`src/rtl/bus_arbiter.sv`:
```
// bus_arbiter
// Shares one single-outstanding memory port between an instruction fetch
// unit (IFU) and a load/store unit (LSU).
//
// Each requester issues one-cycle reqValid pulses. A pulse is captured into
// that requester's pending slot. The slot stays occupied while its request
// waits and while it is in flight, and it clears on the matching memory
// response. The FSM (IDLE, BUSY_IFU, BUSY_LSU) grants one slot at a time.
//
// mem_reqValid is a one-cycle pulse, registered from the grant decision. The
// granted fields stay on mem_addr/size/wen/wdata/wmask until the next grant.
// They are therefore stable from mem_reqValid until mem_respValid.
//
// Responses are steered combinationally. While BUSY_X, mem_respValid drives
// X_respValid. mem_rdata feeds both rdata outputs directly.
//
// Ports:
//   clock, reset                 clock, asynchronous active-high reset
//   ifu_reqValid/ifu_addr        IFU request pulse and fetch address
//   ifu_respValid/ifu_rdata      IFU response pulse and fetched word
//   lsu_reqValid/addr/size/wen/wdata/wmask   LSU request pulse and fields
//   lsu_respValid/lsu_rdata      LSU response pulse and load data
//   mem_reqValid/addr/size/wen/wdata/wmask   memory request pulse and fields
//   mem_respValid/mem_rdata      memory response pulse and read data
//
// Build option:
//   ARB_LSU_PRIORITY_EN  when defined, a tie always goes to the LSU and no
//                        last-grant register exists. The default build
//                        breaks ties round-robin.
module bus_arbiter (
    input  logic        clock,
    input  logic        reset,
    input  logic        ifu_reqValid,
    input  logic [31:0] ifu_addr,
    output logic        ifu_respValid,
    output logic [31:0] ifu_rdata,
    input  logic        lsu_reqValid,
    input  logic [31:0] lsu_addr,
    input  logic [1:0]  lsu_size,
    input  logic        lsu_wen,
    input  logic [31:0] lsu_wdata,
    input  logic [3:0]  lsu_wmask,
    output logic        lsu_respValid,
    output logic [31:0] lsu_rdata,
    output logic        mem_reqValid,
    output logic [31:0] mem_addr,
    output logic [1:0]  mem_size,
    output logic        mem_wen,
    output logic [31:0] mem_wdata,
    output logic [3:0]  mem_wmask,
    input  logic        mem_respValid,
    input  logic [31:0] mem_rdata
);

    typedef enum logic [1:0] {
        IDLE     = 2'd0,
        BUSY_IFU = 2'd1,
        BUSY_LSU = 2'd2
    } state_t;

    state_t      state_q, state_d;

    logic        ifu_pend_q;
    logic [31:0] ifu_addr_q;
    logic        lsu_pend_q;
    logic [31:0] lsu_addr_q;
    logic [1:0]  lsu_size_q;
    logic        lsu_wen_q;
    logic [31:0] lsu_wdata_q;
    logic [3:0]  lsu_wmask_q;

    logic        mem_req_q;
    logic [31:0] mem_addr_q;
    logic [1:0]  mem_size_q;
    logic        mem_wen_q;
    logic [31:0] mem_wdata_q;
    logic [3:0]  mem_wmask_q;

`ifndef ARB_LSU_PRIORITY_EN
    // Set when the LSU won the most recent contested decision.
    logic        last_lsu_q;
`endif

    logic        ifu_done, lsu_done;
    logic        ifu_take, lsu_take;
    logic        ifu_avail, lsu_avail;
    logic        contest, tie_lsu;
    logic        grant_ifu, grant_lsu;
    logic [31:0] ifu_addr_eff;
    logic [31:0] lsu_addr_eff;
    logic [1:0]  lsu_size_eff;
    logic        lsu_wen_eff;
    logic [31:0] lsu_wdata_eff;
    logic [3:0]  lsu_wmask_eff;

    // A response only counts for the current owner, so a stray response in
    // IDLE (or one arriving after a reset) has no effect.
    assign ifu_done = (state_q == BUSY_IFU) && mem_respValid;
    assign lsu_done = (state_q == BUSY_LSU) && mem_respValid;

    // A pulse is accepted into a free slot. It is also accepted into a slot
    // that frees in this same cycle, so a requester can re-request on its own
    // response. A pulse into a busy slot is dropped.
    assign ifu_take = ifu_reqValid && (!ifu_pend_q || ifu_done);
    assign lsu_take = lsu_reqValid && (!lsu_pend_q || lsu_done);

    // Requests visible to this cycle's decision. A pulse arriving now counts
    // already; that is what gives the one-cycle latency from IDLE.
    assign ifu_avail = ifu_take || (ifu_pend_q && !ifu_done);
    assign lsu_avail = lsu_take || (lsu_pend_q && !lsu_done);

    assign ifu_addr_eff  = ifu_take ? ifu_addr  : ifu_addr_q;
    assign lsu_addr_eff  = lsu_take ? lsu_addr  : lsu_addr_q;
    assign lsu_size_eff  = lsu_take ? lsu_size  : lsu_size_q;
    assign lsu_wen_eff   = lsu_take ? lsu_wen   : lsu_wen_q;
    assign lsu_wdata_eff = lsu_take ? lsu_wdata : lsu_wdata_q;
    assign lsu_wmask_eff = lsu_take ? lsu_wmask : lsu_wmask_q;

    // Both requesters compete only in IDLE. When a transaction completes, the
    // other requester (if waiting) is served next without contention.
    assign contest = (state_q == IDLE) && ifu_avail && lsu_avail;

`ifdef ARB_LSU_PRIORITY_EN
    assign tie_lsu = 1'b1;
`else
    assign tie_lsu = !last_lsu_q;
`endif

    always_comb begin
        grant_ifu = 1'b0;
        grant_lsu = 1'b0;
        state_d   = state_q;
        case (state_q)
            IDLE: begin
                if (contest) begin
                    grant_lsu = tie_lsu;
                    grant_ifu = !tie_lsu;
                end else begin
                    grant_ifu = ifu_avail;
                    grant_lsu = lsu_avail;
                end
            end
            BUSY_IFU: begin
                if (ifu_done) begin
                    grant_lsu = lsu_avail;
                    if (!lsu_avail) state_d = IDLE;
                end
            end
            BUSY_LSU: begin
                if (lsu_done) begin
                    grant_ifu = ifu_avail;
                    if (!ifu_avail) state_d = IDLE;
                end
            end
            default: state_d = IDLE;
        endcase
        if (grant_ifu) begin
            state_d = BUSY_IFU;
        end else if (grant_lsu) begin
            state_d = BUSY_LSU;
        end
    end

    always_ff @(posedge clock or posedge reset) begin
        if (reset) begin
            state_q     <= IDLE;
            ifu_pend_q  <= 1'b0;
            ifu_addr_q  <= 32'h0;
            lsu_pend_q  <= 1'b0;
            lsu_addr_q  <= 32'h0;
            lsu_size_q  <= 2'b00;
            lsu_wen_q   <= 1'b0;
            lsu_wdata_q <= 32'h0;
            lsu_wmask_q <= 4'h0;
            mem_req_q   <= 1'b0;
            mem_addr_q  <= 32'h0;
            mem_size_q  <= 2'b00;
            mem_wen_q   <= 1'b0;
            mem_wdata_q <= 32'h0;
            mem_wmask_q <= 4'h0;
`ifndef ARB_LSU_PRIORITY_EN
            last_lsu_q  <= 1'b1;
`endif
        end else begin
            state_q <= state_d;

            if (ifu_take) begin
                ifu_pend_q <= 1'b1;
                ifu_addr_q <= ifu_addr;
            end else if (ifu_done) begin
                ifu_pend_q <= 1'b0;
            end

            if (lsu_take) begin
                lsu_pend_q  <= 1'b1;
                lsu_addr_q  <= lsu_addr;
                lsu_size_q  <= lsu_size;
                lsu_wen_q   <= lsu_wen;
                lsu_wdata_q <= lsu_wdata;
                lsu_wmask_q <= lsu_wmask;
            end else if (lsu_done) begin
                lsu_pend_q <= 1'b0;
            end

            mem_req_q <= grant_ifu || grant_lsu;
            if (grant_ifu) begin
                mem_addr_q  <= ifu_addr_eff;
                mem_size_q  <= 2'b10;
                mem_wen_q   <= 1'b0;
                mem_wdata_q <= 32'h0;
                mem_wmask_q <= 4'h0;
            end else if (grant_lsu) begin
                mem_addr_q  <= lsu_addr_eff;
                mem_size_q  <= lsu_size_eff;
                mem_wen_q   <= lsu_wen_eff;
                mem_wdata_q <= lsu_wdata_eff;
                mem_wmask_q <= lsu_wmask_eff;
            end

`ifndef ARB_LSU_PRIORITY_EN
            if (contest) last_lsu_q <= grant_lsu;
`endif
        end
    end

    assign mem_reqValid  = mem_req_q;
    assign mem_addr      = mem_addr_q;
    assign mem_size      = mem_size_q;
    assign mem_wen       = mem_wen_q;
    assign mem_wdata     = mem_wdata_q;
    assign mem_wmask     = mem_wmask_q;

    assign ifu_respValid = ifu_done;
    assign lsu_respValid = lsu_done;
    assign ifu_rdata     = mem_rdata;
    assign lsu_rdata     = mem_rdata;

endmodule

```
`config.mk`:
```
export PLATFORM = sky130hd
export DESIGN_NAME = bus_arbiter
export DESIGN_NICKNAME = d
export VERILOG_FILES = /design/src/rtl/bus_arbiter.sv
export SDC_FILE = /design/constraint.sdc
export NUM_CORES = 1
export LEC_CHECK = 0
export CORE_ASPECT_RATIO = 2
export CORE_MARGIN = 5
export CORE_UTILIZATION = 49
export DETAILED_ROUTE_END_ITERATION = 10
export PLACE_DENSITY = 0.83
export SLEW_MARGIN = 20
export SYNTH_ARGS = -nofsm -noshare
export SYNTH_HDL_FRONTEND = slang
export SYNTH_SLANG_ARGS = --single-unit
```
`constraint.sdc`:
```
create_clock -name clock -period 12.3 [get_ports clock]
set_input_delay 1.845 -clock clock [delete_from_list [all_inputs] [get_ports clock]]
set_output_delay 1.845 -clock clock [all_outputs]
set_load 0.02 [all_outputs]
```
Word-level counts from Yosys, hierarchy flattened

Index checks and enable logic that the tools add are counted.

Flip-flop bits (word level): 180
Word-level logic and storage cells: 79

Reductions and logical operators: 23
Equal/unequal tests: 7
Multiplexer cells: 33

Operators by type and width:

| kind                                           | number |
|---|---|
| 2-to-1 mux 32 bit                              | 7 |
| 2-to-1 mux 2 bit                               | 9 |
| inequality test 4 bit (second input constant)  | 4 |
| 2-to-1 mux 4 bit                               | 3 |
| 2-to-1 mux 1 bit                               | 11 |
| logical AND 1 bit                              | 8 |
| one-hot mux 2 bit (3 select lines)             | 1 |
| nonzero test 2 bit                             | 3 |
| zero test 1 bit                                | 5 |
| logical OR 1 bit                               | 5 |
| AND reduction 5 bit                            | 1 |
| one-hot mux 1 bit (2 select lines)             | 2 |
| inequality test 3 bit (second input constant)  | 1 |
| == test 2 x 1 -> 1 bit (second input constant) | 1 |
| == test 2 bit (second input constant)          | 1 |
| zero test 2 bit                                | 1 |

Depth between registers and ports, before layout

Word-level depth: 11
Depth in mapped cells: 8
Depth with buffers taken out: 4

Worst setup path before layout

OpenSTA, ideal clock, no wires.

Path kind: input port to output port
From: input port mem_respValid
To: output port ifu_respValid
Path slack: 8.336 ns
Arrival time: 2.119 ns
Data required time: 10.455 ns
Cell stages on the path: 2
Path through: nand3b_1 > inv_1

Word-level cells in the longest chain between the ends: 1

Ends and longest elaborated chain:

| what               | line | RTL |
|---|---|---|
| start: declaration | 51   | `input logic mem_respValid,` |
| logical AND 1 bit  | 98   | `assign ifu_done = (state_q == BUSY_IFU) && mem_respValid;` |
| end: declaration   | 35   | `output logic ifu_respValid,` |

No other way between the ends.

Worst setup path after layout

Same ends and word-level chain as after synthesis.

==> summary.md <==
| Metric | Value |
|---|---|
| Status | `completed` |
| Crit path max fanout | `7` |
| Top cell type's share of synthesized area | `0.5775` |
| Worst path cell trace | `clkdlybuf4s50_1 -> nand3b_1 -> inv_1 -> clkdlybuf4s50_1` |
| Max frequency | `187.7 MHz` |
| Synth Register Bits | `180` |
| R2R cell count | `5` |
| Global-route wire length before repair | `30.93 mm` |
| Post-CTS sizing | `0` |
| CP max-delay cell | `clkdlybuf4s50_1` |
| Post-route minimum period | `5.329 ns` |
| Worst Hold Class | `flop to flop` |
| Vias in the first global route | `5,756` |
| Wirelength, routed | `19.02 mm` |
| Ports | `278` |
| Fraction of layout cells with a size suffix above 1 | `0.1174` |
| Critical path startpoint category | `input pin` |
| Rows | `65` |
| Drc violations | `0` |
| Clock Latency Late Sink | `0.42 ns` |
| Syn_nets | `762` |
| Post-synth top area cell | `dfrtp_1` |
| TritonCTS clock tree | `done` |
| Final nets | `868` |
| CP required | `10.45 ns` |
| Die Area | `0.01860 mm2` |
| Reg power frac | `0.375` |
| Post-CTS setup repair buffer count | `0` |
| H-Tree Level Count | `4` |
| Final setup margin | `6.971 ns` |
| Layout filler cell count | `1,167` |
| 1st-iter DRT viols | `158` |
| Kind of critical path | `input pin to output port` |
| Main area contributors after synthesis | `dfrtp_1 58%, mux2i_1 8.3%, buf_4 6.6%` |
| Routability cong. | `0.8567` |
| Syn-to-layout area delta | `26.54%` |
| DR vias | `5,095` |
| Worst slew margin | `0.3278` |
| Worst-margin pin slew | `1.008 ns` |
| Total grt overflow | `0` |
| CP Capture Type | `output port` |
| CTS max path bufs | `2` |
| Clock Skews | `0.01063 ns` |
| RSZ-0062 raised after global routing | `no` |
| Fin crit share | `0.4333` |
| Worst vdd ir | `198.1 uV` |
| Leakage power | `4.574 nW` |
| N_diodes | `0` |
| Avg Cell Area, Syn | `12.47 um2` |
| Initial antenna violation count | `0` |
| Hold Path Depth | `2` |
| Setup_tns | `0 ns` |
| Via density | `5.409` |
| Buffers on Ports | `181` |
| Worst-path clk slew | `0.06 ns` |
| Most frequent cell on the critical path | `clkdlybuf4s50_1` |
| Drt wl/cell | `20.19 um` |
| Cell Area, Synth | `0.007756 mm2` |
| Final hold vios | `0` |
| Internal power | `1.705 mW` |
| CP peak stage delay | `0.66 ns` |
| Cells after synthesis | `622` |
| Power share of the clock group | `0.200` |
| Pre-Repair DR Iteration Count | `4` |
| Number of synthesis warnings | `0` |
| Number of library cell types mapped by synthesis | `34` |
| Chip Height | `187.9 um` |
| Starting Density | `0.4941` |
| Sequential fraction of the synthesis area | `0.5809` |
| Hold_buf cts | `0` |
| Core box area | `0.01570 mm2` |
| Root buffer cell | `clkbuf_16` |
| NetSw | `0.9703 mW` |
| CTS buffer count | `17` |
| Critical Path AT | `3.48 ns` |
| Detail Route Antenna Nets | `0` |
| Final setup vio count | `0` |
| Sw Ratio | `0.3627` |
| Die Wd | `98.97 um` |
| Largest net degree at the start of global routing | `99` |
| HPWL after DPL | `13.06 mm` |
| GRT Util Overall | `0.2109` |
| Fin Hold WS | `0.4793 ns` |
| Power Density | `272.6 mW/mm2` |
| Combinational power share | `0.425` |
| Max cap viols | `0` |
| Sink Count | `180` |
| Slew Limit Fails | `0` |
| DP Worst Slack | `6.973 ns` |
[cell type report]
type | count | area [um2] | share of cell area
multi-input cells | 269 | 2307 | 0.2351
repair buffers | 190 | 1903 | 0.1939
well taps | 201 | 251.5 | 0.02562
clock inverters | 14 | 150.1 | 0.01530
inverters | 70 | 267.8 | 0.02728
flip-flops and latches | 180 | 4506 | 0.4591
clock buffers | 18 | 429.2 | 0.04373
[kinds of logic (layout without fill, tap and decap cells)]
family	after synthesis	in the layout	synth area share
and+or+nand+nor	84	84	0.05662
xor gates and xnor gates	1	1	0.001129
DFF	180	180	0.5809
muxes	103	103	0.1392
buffers and inverters	173	292	0.1258
AOI/OAI and AO/OA	81	81	0.09631
[registers in the layout, summed over array words and instances (netlist names)]
signal / cells
lsu_wmask_q: 4
lsu_size_q: 2
mem_wen: 1
lsu_wen_q: 1
lsu_pend_q: 1
state_q: 2
mem_addr: 32
lsu_addr_q: 32
lsu_wdata_q: 32
mem_wdata: 32
ifu_addr_q: 32
ifu_pend_q: 1
mem_wmask: 4
mem_reqValid: 1
last_lsu_q: 1
mem_size: 2
[layer usage]
layer  wire, um  vias up  part of all wire  GRT usage
met5          0        -                 0          0
met4        893        0             0.047     0.1115
met3       1066       71             0.056    0.04430
met2      10560      161              0.56     0.3775
met1       6499     2584              0.34     0.2283
li1           -     2279                 -          -
[worst paths after layout]
kind | from | endpoint | slack, ns
max | mem_respValid | ifu_respValid | 6.97
min | ifu_addr_q[29]$_DFF_PP0_ | ifu_addr_q[29]$_DFF_PP0_ | 0.48
max reg2reg | state_q[1]$_DFFE_PP0P_ | mem_wdata[27]$_DFFE_PP0P_ | 9.63
min reg2reg | ifu_addr_q[29]$_DFF_PP0_ | ifu_addr_q[29]$_DFF_PP0_ | 0.48
max in group asynchronous | reset | mem_wdata[10]$_DFFE_PP0P_ | 9.02
min in group asynchronous | reset | mem_addr[20]$_DFFE_PP0P_ | 1.99
[worst max-delay path: cells and delay by family]
| family | cells | cell delay, ns |
|---|---|---|
| buf+inv | 3 | 1.41 |
| simple gates | 1 | 0.23 |
[power by group through the flow]
stage	Clock (mW)	Sequential (mW)	Combinational, mW
after detailed placement	0	1.01	1.14
after global routing	0.569	1.03	1.24
after global placement	0	0.998	1.09
after floorplan	0	1.10	0.645
after CTS	0.545	1.01	1.15
final	0.534	1.00	1.14
[layout by cell type (no fill, tap or decap), types with 2 or more instances in the layout]
cell,instances
nand3b_1,2
a21boi_4,2
nand2_1,36
o21ba_2,2
clkbuf_16,17
mux2_2,39
mux2i_1,64
bufinv_16,2
clkinv_2,4
a41o_1,38
clkinvlp_4,2
and2_1,38
clkdlybuf4s50_1,181
inv_6,5
inv_1,69
nor2_1,2
o221ai_1,32
dfrtp_1,179
buf_4,7
[synthesized netlist by cell type]
| master | n |
|---|---|
| a21boi_2 | 1 |
| dfstp_2 | 1 |
| nand2_1 | 36 |
| a21boi_1 | 1 |
| buf_4 | 68 |
| a21oi_1 | 1 |
| dfrtp_1 | 179 |
| a41o_1 | 38 |
| xnor2_1 | 1 |
| nand2b_1 | 1 |
| and2_1 | 38 |
| buf_6 | 8 |
| mux2i_1 | 64 |
| buf_2 | 8 |
| o22ai_1 | 1 |
| o21ba_1 | 1 |
| o21bai_1 | 1 |
| or3b_1 | 1 |
| inv_1 | 70 |
| nand3_1 | 1 |
| nand3b_1 | 2 |
| o21ba_2 | 1 |
| mux2_2 | 39 |
| and3b_1 | 1 |
| o21ai_0 | 1 |
| nor2b_1 | 1 |
| clkbuf_1 | 18 |
| o22a_1 | 1 |
| and2_4 | 1 |
| a22oi_1 | 1 |
| a21o_1 | 1 |
| o221ai_1 | 32 |
| clkbuf_2 | 1 |
| nor2_1 | 2 |
[stage by stage]
step	util	power (mW)	instance area (um2)	cells
global placement	0.5864	2.085	9204	909
global route	0.6253	2.839	9814	942
finish	0.6253	2.675	9814	942
floorplan	-	1.748	7756	622
detailed placement	0.5864	2.156	9204	909
CTS	0.6233	2.703	9783	941
Power figures use the tool's default switching activity.
